<file path="config.mk">
export PLATFORM = sky130hd
export DESIGN_NAME = rr_arb_mux
export DESIGN_NICKNAME = d
export VERILOG_FILES = /design/src/rtl/arb_pkg.sv /design/src/rtl/rr_priority_pick.sv /design/src/rtl/rr_arb_mux.sv
export SDC_FILE = /design/constraint.sdc
export NUM_CORES = 1
export LEC_CHECK = 0
export CAP_MARGIN = 10
export CORE_AREA = 2 2 146 148
export CTS_CLUSTER_SIZE = 8
export DETAILED_ROUTE_END_ITERATION = 8
export DIE_AREA = 0 0 148 150
export GPL_ROUTABILITY_DRIVEN = 0
export PLACE_DENSITY = 0.56
export SLEW_MARGIN = 5
export SYNTH_ARGS = -nofsm -noshare
export SYNTH_HDL_FRONTEND = slang
export SYNTH_SLANG_ARGS = --single-unit
</file>
<file path="constraint.sdc">
create_clock -name clk -period 4.18 [get_ports clk]
set_clock_uncertainty 0.2 [all_clocks]
set_input_delay 1.045 -clock clk [delete_from_list [all_inputs] [get_ports clk]]
set_output_delay 1.045 -clock clk [all_outputs]
set_load 0.02 [all_outputs]
</file>
<file path="src/rtl/arb_pkg.sv">
// arb_pkg: arbitration mode enum and index-width helper shared by the arbiter files.
package arb_pkg;
    typedef enum logic {ARB_RR, ARB_FIXED} arb_mode_t;

    function automatic int clog2_min1(input int n);
        return (n <= 2) ? 1 : $clog2(n);
    endfunction
endpackage

</file>
<file path="src/rtl/rr_priority_pick.sv">
// rr_priority_pick: rotated priority search starting at ptr; one-hot grant plus encoded index.
module rr_priority_pick import arb_pkg::*; #(
    parameter int N = 4,
    parameter int SELW = clog2_min1(N)
) (
    input  logic [N-1:0]    req,
    input  logic [SELW-1:0] ptr,
    output logic [N-1:0]    grant,
    output logic [SELW-1:0] idx
);
    logic [SELW:0] c;
    logic found;

    // One spare bit lets ptr+k exceed N-1 before the compare-and-clear wrap.
    always_comb begin
        grant = '0;
        idx = '0;
        found = 1'b0;
        c = '0;
        for (int k = 0; k < N; k++) begin
            c = {1'b0, ptr} + (SELW+1)'(k);
            c = (c >= (SELW+1)'(N)) ? c - (SELW+1)'(N) : c;
            if (!found && req[c[SELW-1:0]]) begin
                found = 1'b1;
                grant[c[SELW-1:0]] = 1'b1;
                idx = c[SELW-1:0];
            end
        end
    end
endmodule

</file>
<file path="src/rtl/rr_arb_mux.sv">
// rr_arb_mux: N-channel valid/ready arbitrating mux with a single registered output stage.
module rr_arb_mux import arb_pkg::*; #(
    parameter int WIDTH = 64,
    parameter int N = 4,
    parameter arb_mode_t MODE = ARB_RR,
    localparam int SELW = clog2_min1(N)
) (
    input  logic                 clk,
    input  logic                 reset,
    input  logic [N-1:0]         in_valid,
    input  logic [WIDTH-1:0]     in_data [N-1:0],
    output logic [N-1:0]         in_ready,
    output logic                 out_valid,
    output logic [WIDTH-1:0]     out_data,
    output logic [SELW-1:0]      out_sel,
    input  logic                 out_ready
);
    logic [SELW-1:0] ptr, ptr_nxt, idx;
    logic [N-1:0] grant;
    logic load_en, xfer;

    assign load_en = !out_valid | out_ready;
    assign xfer = load_en & |in_valid;
    assign in_ready = (load_en & !reset) ? grant : '0;
    assign ptr_nxt = (idx == SELW'(N-1)) ? '0 : idx + 1'b1;

    rr_priority_pick #(.N(N), .SELW(SELW)) u_pick (
        .req(in_valid),
        .ptr((MODE == ARB_FIXED) ? '0 : ptr),
        .grant(grant),
        .idx(idx)
    );

    always_ff @(posedge clk) begin
        if (reset) begin
            out_valid <= 1'b0;
            out_data <= '0;
            out_sel <= '0;
            ptr <= '0;
        end else begin
            if (load_en)
                out_valid <= |in_valid;
            if (xfer) begin
                out_data <= in_data[idx];
                out_sel <= idx;
                ptr <= ptr_nxt;
            end
        end
    end
endmodule
</file>
Word-level counts from Yosys, hierarchy flattened
Cells that the tools add are included.
{ "word_totals": {"output_inout_bits": 71, "in_bits": 263, "reg_bits": 69} }
{ "op_classes": {"n_bitwise": 6, "n_reduce_logical": 13, "add_sub_neg": 8, "eq_ne": 1, "n_mux": 35, "magnitude_cmp": 13} }
{ "op_table": {"columns": ["operator", "n"], "rows": [
  ["binary-select mux 64 bit (select 2 bit)", 1],
  ["2-to-1 mux 64 bit", 1],
  ["2-to-1 mux 4 bit", 5],
  ["2-to-1 mux 2 bit", 9],
  ["less-than comparator 2 x 3 -> 1 bit, second input constant", 5],
  ["OR 4 bit", 3],
  ["2-to-1 mux 1 bit", 11],
  [">= comparator 3 bit, second input constant", 3],
  ["binary-select mux 1 bit (select 2 bit)", 4],
  ["demux 1 bit (select 2 bit)", 4],
  [">= comparator 2 x 1 -> 1 bit, second input constant", 4],
  ["subtractor 2 x 1 -> 2 bit, second input constant", 4],
  ["logical AND 1 bit", 7],
  ["adder 2 x 2 -> 3 bit, second input constant", 2],
  ["zero test 1 bit", 5],
  ["OR reduction 4 bit", 1],
  ["adder 2 x 1 -> 3 bit, second input constant", 1],
  [">= comparator 2 x 3 -> 1 bit, second input constant", 1],
  ["adder 2 x 1 -> 2 bit, second input constant", 1],
  ["bitwise AND 1 bit", 2],
  ["equality test 2 bit, second input constant", 1],
  ["OR 1 bit", 1]
]} }

Logic depth before layout (Yosys ltp)
Gate-level depths: netlist of the first run.
{ "logic_depth": {"depth_word": 16, "mapped_depth": 13, "mapped_depth_nobuf": 9} }

Cells and area by module
A second synthesis of the first run with hierarchy kept.
{ "hier_totals": {"cells_unflattened": 446, "area_unflattened_um2": 4729.5} }
{ "modules_own_cells": {"columns": ["module", "cells_each", "seq_area_each_um2", "area_per_inst_um2", "n_inst"], "rows": [
  ["rr_arb_mux", 400, 1381.3, 4310.4, 1],
  ["rr_priority_pick", 46, 0.0, 419.2, 1]
]} }

Worst setup path before layout of the first run
No wires, ideal clock.
{ "synth_timing": {"kind": "reg-to-output", "start": "register ptr[0]", "end": "output in_ready[0]", "arrival_time_ns": 2.943, "stages_incl_launch_ff": 13, "slack_ns": -0.008, "required_time_ns": 2.935, "cell_sequence": "dfxtp_1 -> buf_2 -> clkinv_1 -> ha_1 -> clkbuf_1 -> mux4_2 -> nor2b_1 -> buf_2 -> buf_1 -> a22oi_1 -> nor2_1 -> a221oi_1 -> nor2_1"} }
{ "synth_between": {"elab_chain_len": 15, "elab_cells_between_ends": 60, "cone_classes": "add/sub: 7; order compare: 12; mux: 28; bitwise: 3; reduce/logical: 10"} }
{ "synth_rtl": {"columns": ["item", "line_no", "text"], "rows": [
  ["from (decl)", "rr_arb_mux.sv:18", "logic [SELW-1:0] ptr, ptr_nxt, idx;"],
  ["from (signal assigned)", "rr_arb_mux.sv:46", "ptr <= ptr_nxt;"],
  ["parallel branches: the longest is 13 deep, another holds adder 2 x 1 -> 3 bit", null, null],
  ["2-to-1 mux 4 bit *", "rr_priority_pick.sv:23", "if (!found && req[c[SELW-1:0]]) begin"],
  ["2-to-1 mux 4 bit *", "rr_arb_mux.sv:24", "assign in_ready = (load_en & !reset) ? grant : '0;"],
  ["to (decl)", "rr_arb_mux.sv:12", "output logic [N-1:0] in_ready,"]
]} }
Every way passes the cells marked *. The select of a mux whose other input is x is not followed.

Worst setup path after layout of the first run
{ "layout_timing": {"start": "input in_valid[1]", "end": "output in_ready[1]"} }
{ "layout_between": {"elab_chain_len": 13, "elab_cells_between_ends": 25, "cone_classes": "mux: 16; bitwise: 3; reduce/logical: 6"} }
{ "layout_rtl": {"columns": ["item", "line_no", "text"], "rows": [
  ["from (decl)", "rr_arb_mux.sv:10", "input logic [N-1:0] in_valid,"],
  ["binary-select mux 1 bit (select 2 bit)", "rr_priority_pick.sv:23", null],
  ["2-to-1 mux 1 bit (implied by the code)", "rr_priority_pick.sv:23", null],
  ["2-to-1 mux 1 bit", "rr_priority_pick.sv:23", null],
  ["zero test 1 bit", "rr_priority_pick.sv:23", null],
  ["logical AND 1 bit", "rr_priority_pick.sv:23", null],
  ["2-to-1 mux 1 bit", "rr_priority_pick.sv:23", null],
  ["zero test 1 bit", "rr_priority_pick.sv:23", null],
  ["logical AND 1 bit", "rr_priority_pick.sv:23", null],
  ["2-to-1 mux 1 bit", "rr_priority_pick.sv:23", null],
  ["zero test 1 bit", "rr_priority_pick.sv:23", null],
  ["logical AND 1 bit", "rr_priority_pick.sv:23", null],
  ["2-to-1 mux 4 bit *", "rr_priority_pick.sv:23", null],
  ["2-to-1 mux 4 bit *", "rr_arb_mux.sv:24", null]
]} }
Every way passes the cells marked *; elsewhere a longest branch is shown, timed or not. The select of a mux whose other input is x is not followed.

==> results of run 1 <==
-- worst max-delay path by stage --
stage,from,end,cells after the start
floorplan,ptr[0],in_ready[0],12
detailed placement,in_valid[3],in_ready[2],7
global placement,in_valid[3],in_ready[2],7
CTS,in_valid[3],in_ready[3],8
global route,in_valid[1],in_ready[3],8
finish,in_valid[1],in_ready[1],8
-- layout make-up --
| type | count | share of cell area |
|---|---|---|
| Clock buffer | 9 | 0.02403 |
| Clock inverter | 5 | 0.003203 |
| Inverter | 4 | 0.001602 |
| Multi-Input combinational cell | 500 | 0.3800 |
| Sequential cell | 69 | 0.1475 |
| Tap cell | 275 | 0.03671 |
| Timing Repair Buffer | 381 | 0.4070 |
-- sequential cells by signal, indices dropped and copies added (netlist names) --
signal,count
out_sel,2
ptr,2
out_valid,1
out_data,64
-- cell families (layout without fill, tap and decap cells) --
family	after synthesis	after routing	synth area share
mux	11	11	0.02966
buf+inv	72	399	0.06227
flops	69	69	0.2707
compound gates	254	254	0.4146
fa+ha+maj	7	7	0.01716
simple gates	227	227	0.2040
xor+xnor	1	1	0.001716
-- tightest hold or removal path, stage by stage (launching register included) --
cell and delay (ns):
dfxtp_1 0.31, nand2_1 0.05, a21oi_1 0.05
-- layer usage --
layer	up-vias	part of all wire	GRT usage	routed length (um)
li1	3073	-	-	-
met1	2835	0.43	0.2500	9844
met2	229	0.48	0.3220	10910
met3	25	0.071	0.04451	1611
met4	0	0.019	0.06095	429
met5	-	0	0	0
-- layout by cell type (no fill, tap or decap), types with 3 or more instances in the layout --
cell	count
nor2_1	8
nor2b_1	3
o211ai_1	10
clkbuf_16	9
a21oi_1	34
a211oi_2	34
dfxtp_1	68
dlymetal6s2s_1	3
nor2_2	6
a222oi_1	20
inv_1	3
mux2i_1	4
nand3_1	9
clkinv_2	3
a22oi_1	3
buf_12	9
mux2_2	3
nand2_1	132
ha_1	7
mux4_2	3
a31oi_1	34
nand2b_1	4
a221oi_4	3
buf_6	5
clkdlybuf4s50_1	326
buf_2	3
a22o_1	74
buf_4	35
and2_1	55
a211oi_1	22
-- through the flow --
step	TNS [ns]	power, mW	instance area [um^2]	utilization	worst slack [ns]
floorplan	0	2.996	5114	-	0.07064
global placement	-1.332	4.351	8957	0.4329	-0.3346
detailed placement	-1.493	4.354	8957	0.4329	-0.3595
CTS	0	5.125	9276	0.4484	0.03838
global route	-0.1168	5.474	9374	0.4531	-0.05989
finish	0	5.128	9374	0.4531	0.008155
-- timing repair --
action                     CTS  global route
hold buffers                 0             0
setup endpoints to repair    4             4
gates resized for setup     23            15
buffers inserted             4             5
pin swaps                    1             1
gates cloned                 0             1
-- where the power goes --
group | internal [mW] | switching (mW)
combinational | 1.63 | 1.78
sequential | 0.890 | 0.124
clock | 0.392 | 0.309
==> results.sh, run 1 <==
export IMPL_finalNonFillerCells=1243
export IMPL_antenna_found_initial=0
export IMPL_fill_cells=2058
export IMPL_setup_violations_final=0
export IMPL_wire_per_inst_um=18.34
export IMPL_die_x_um=148
export IMPL_fp_row_count=53
export IMPL_yosys_warnings=0
export IMPL_drt_pass1_iterations=5
export IMPL_hp_class="reg2reg"
export IMPL_holdPathStages=2
export IMPL_min_from="out_data[57]"
export IMPL_fin_nets=1235
export IMPL_synth_seq_cells=69
export IMPL_worstPathCellList="clkdlybuf4s50_1, mux4_2, buf_4, nor3_4, buf_4, a221oi_4, nor2_2, buf_4"
export IMPL_path_buf_inv=4
export IMPL_cts_buffer_depth=2
export IMPL_synth_top_area_frac=0.2707
export IMPL_clock_fmax_mhz=239.7
export IMPL_cap_viol_max_count=0
export IMPL_multi_input_area_mm2=0.003562
export IMPL_grt_usage=0.1940
export IMPL_tightest_slew_ns=0.9605
export IMPL_clk_pin_slew_ns=0.06
export IMPL_hold_violations=0
export IMPL_clock_sinks=69
export IMPL_clockRootBuffer="clkbuf_16"
export IMPL_avgSynthCellArea_um2=7.962
export IMPL_seq_area_mm2=0.001383
export IMPL_grt_max_degree=59
export IMPL_worstSetupPathType="in2out"
export IMPL_dp_hpwl_um=16860
export IMPL_synthFlopType="dfxtp_1"
export IMPL_p_leak_nw=3.575
export IMPL_min_period_ns=4.172
export IMPL_cp_start_kind="input port"
export IMPL_syn_num_nets=911
export IMPL_synthTopCellsByArea="dfxtp_1 27%, a22o_1 13%, nand2_1 9.7%"
export IMPL_slew_headroom=0.3590
export IMPL_dpl_cell_count=1219
export IMPL_synth_distinct_cells=42
export IMPL_drcViolationCount=0
export IMPL_async_flop_share=0
export IMPL_grt_pass1_wl_um=33580
export IMPL_slew_viol_final=0
export IMPL_fp_dieArea_mm2=0.02220
export IMPL_r2r_end="out_data[2]"
export IMPL_die_h_um=150
export IMPL_critPathMaxFanout=6
export IMPL_crit_required_ns=2.93
export IMPL_holdWs_ns=0.2520
export IMPL_drt_iter0_markers=390
export IMPL_start_util=0.2467
export IMPL_holdPathEnd="out_data[57]"
export IMPL_r2r_cells=10
export IMPL_period_share=0.9980
export IMPL_antenna_cells=0
export IMPL_rsz0062_at_grt="yes"
export IMPL_cp_arrival_ns=2.93
export IMPL_cp_top_family="buffers and inverters"
export IMPL_synth_most_common_cell="nand2_1"
export IMPL_r2r_start="ptr[0]"
export IMPL_htree_levels=3
export IMPL_ys_seq_area_frac=0.2707
export IMPL_synth_edf_count=0
export IMPL_reg2reg_slack_ns=0.79
export IMPL_grt_overflow_total=0
export IMPL_grt_pass1_vias=5952
export IMPL_io_pins=334
export IMPL_slowest_delay_ns=0.57
export IMPL_routed_via_density=4.957
export IMPL_core_area_mm2=0.02069
export IMPL_area_growth_pct=83.67
export IMPL_insertion_delay_ns=0.34
export IMPL_numCtsBuffers=9
export IMPL_syn_inst=641
export IMPL_ir_drop_uv=194.0
export IMPL_power_density_mw_per_mm2=547.1
export IMPL_synth_commonest_cells="132 x nand2_1, 74 x a22o_1, 69 x dfxtp_1"
export IMPL_worst_path_most_repeated_cell="buf_4"
export IMPL_vias=6162
export IMPL_slowest_stage="mux4_2"
export IMPL_end_kind="output port"
export IMPL_drtAntennaViolNets=0
export IMPL_port_buffers=333
export IMPL_outcome="complete, no violations"
export IMPL_drt_total_wl_um=22790
export IMPL_cts_tree="yes"
export IMPL_syn_area_mm2=0.005104
export IMPL_drive_gt1_frac=0.1353
export IMPL_synth_top_cell_by_area="dfxtp_1"
Note: power is estimated with default switching activity, not from simulation.
==> run 2: changes to the inputs <==
- SLEW_MARGIN: 5 -> 10
==> results of run 2 <==
Same layout as run 1: the final DEF is identical, and so are final timing and power.
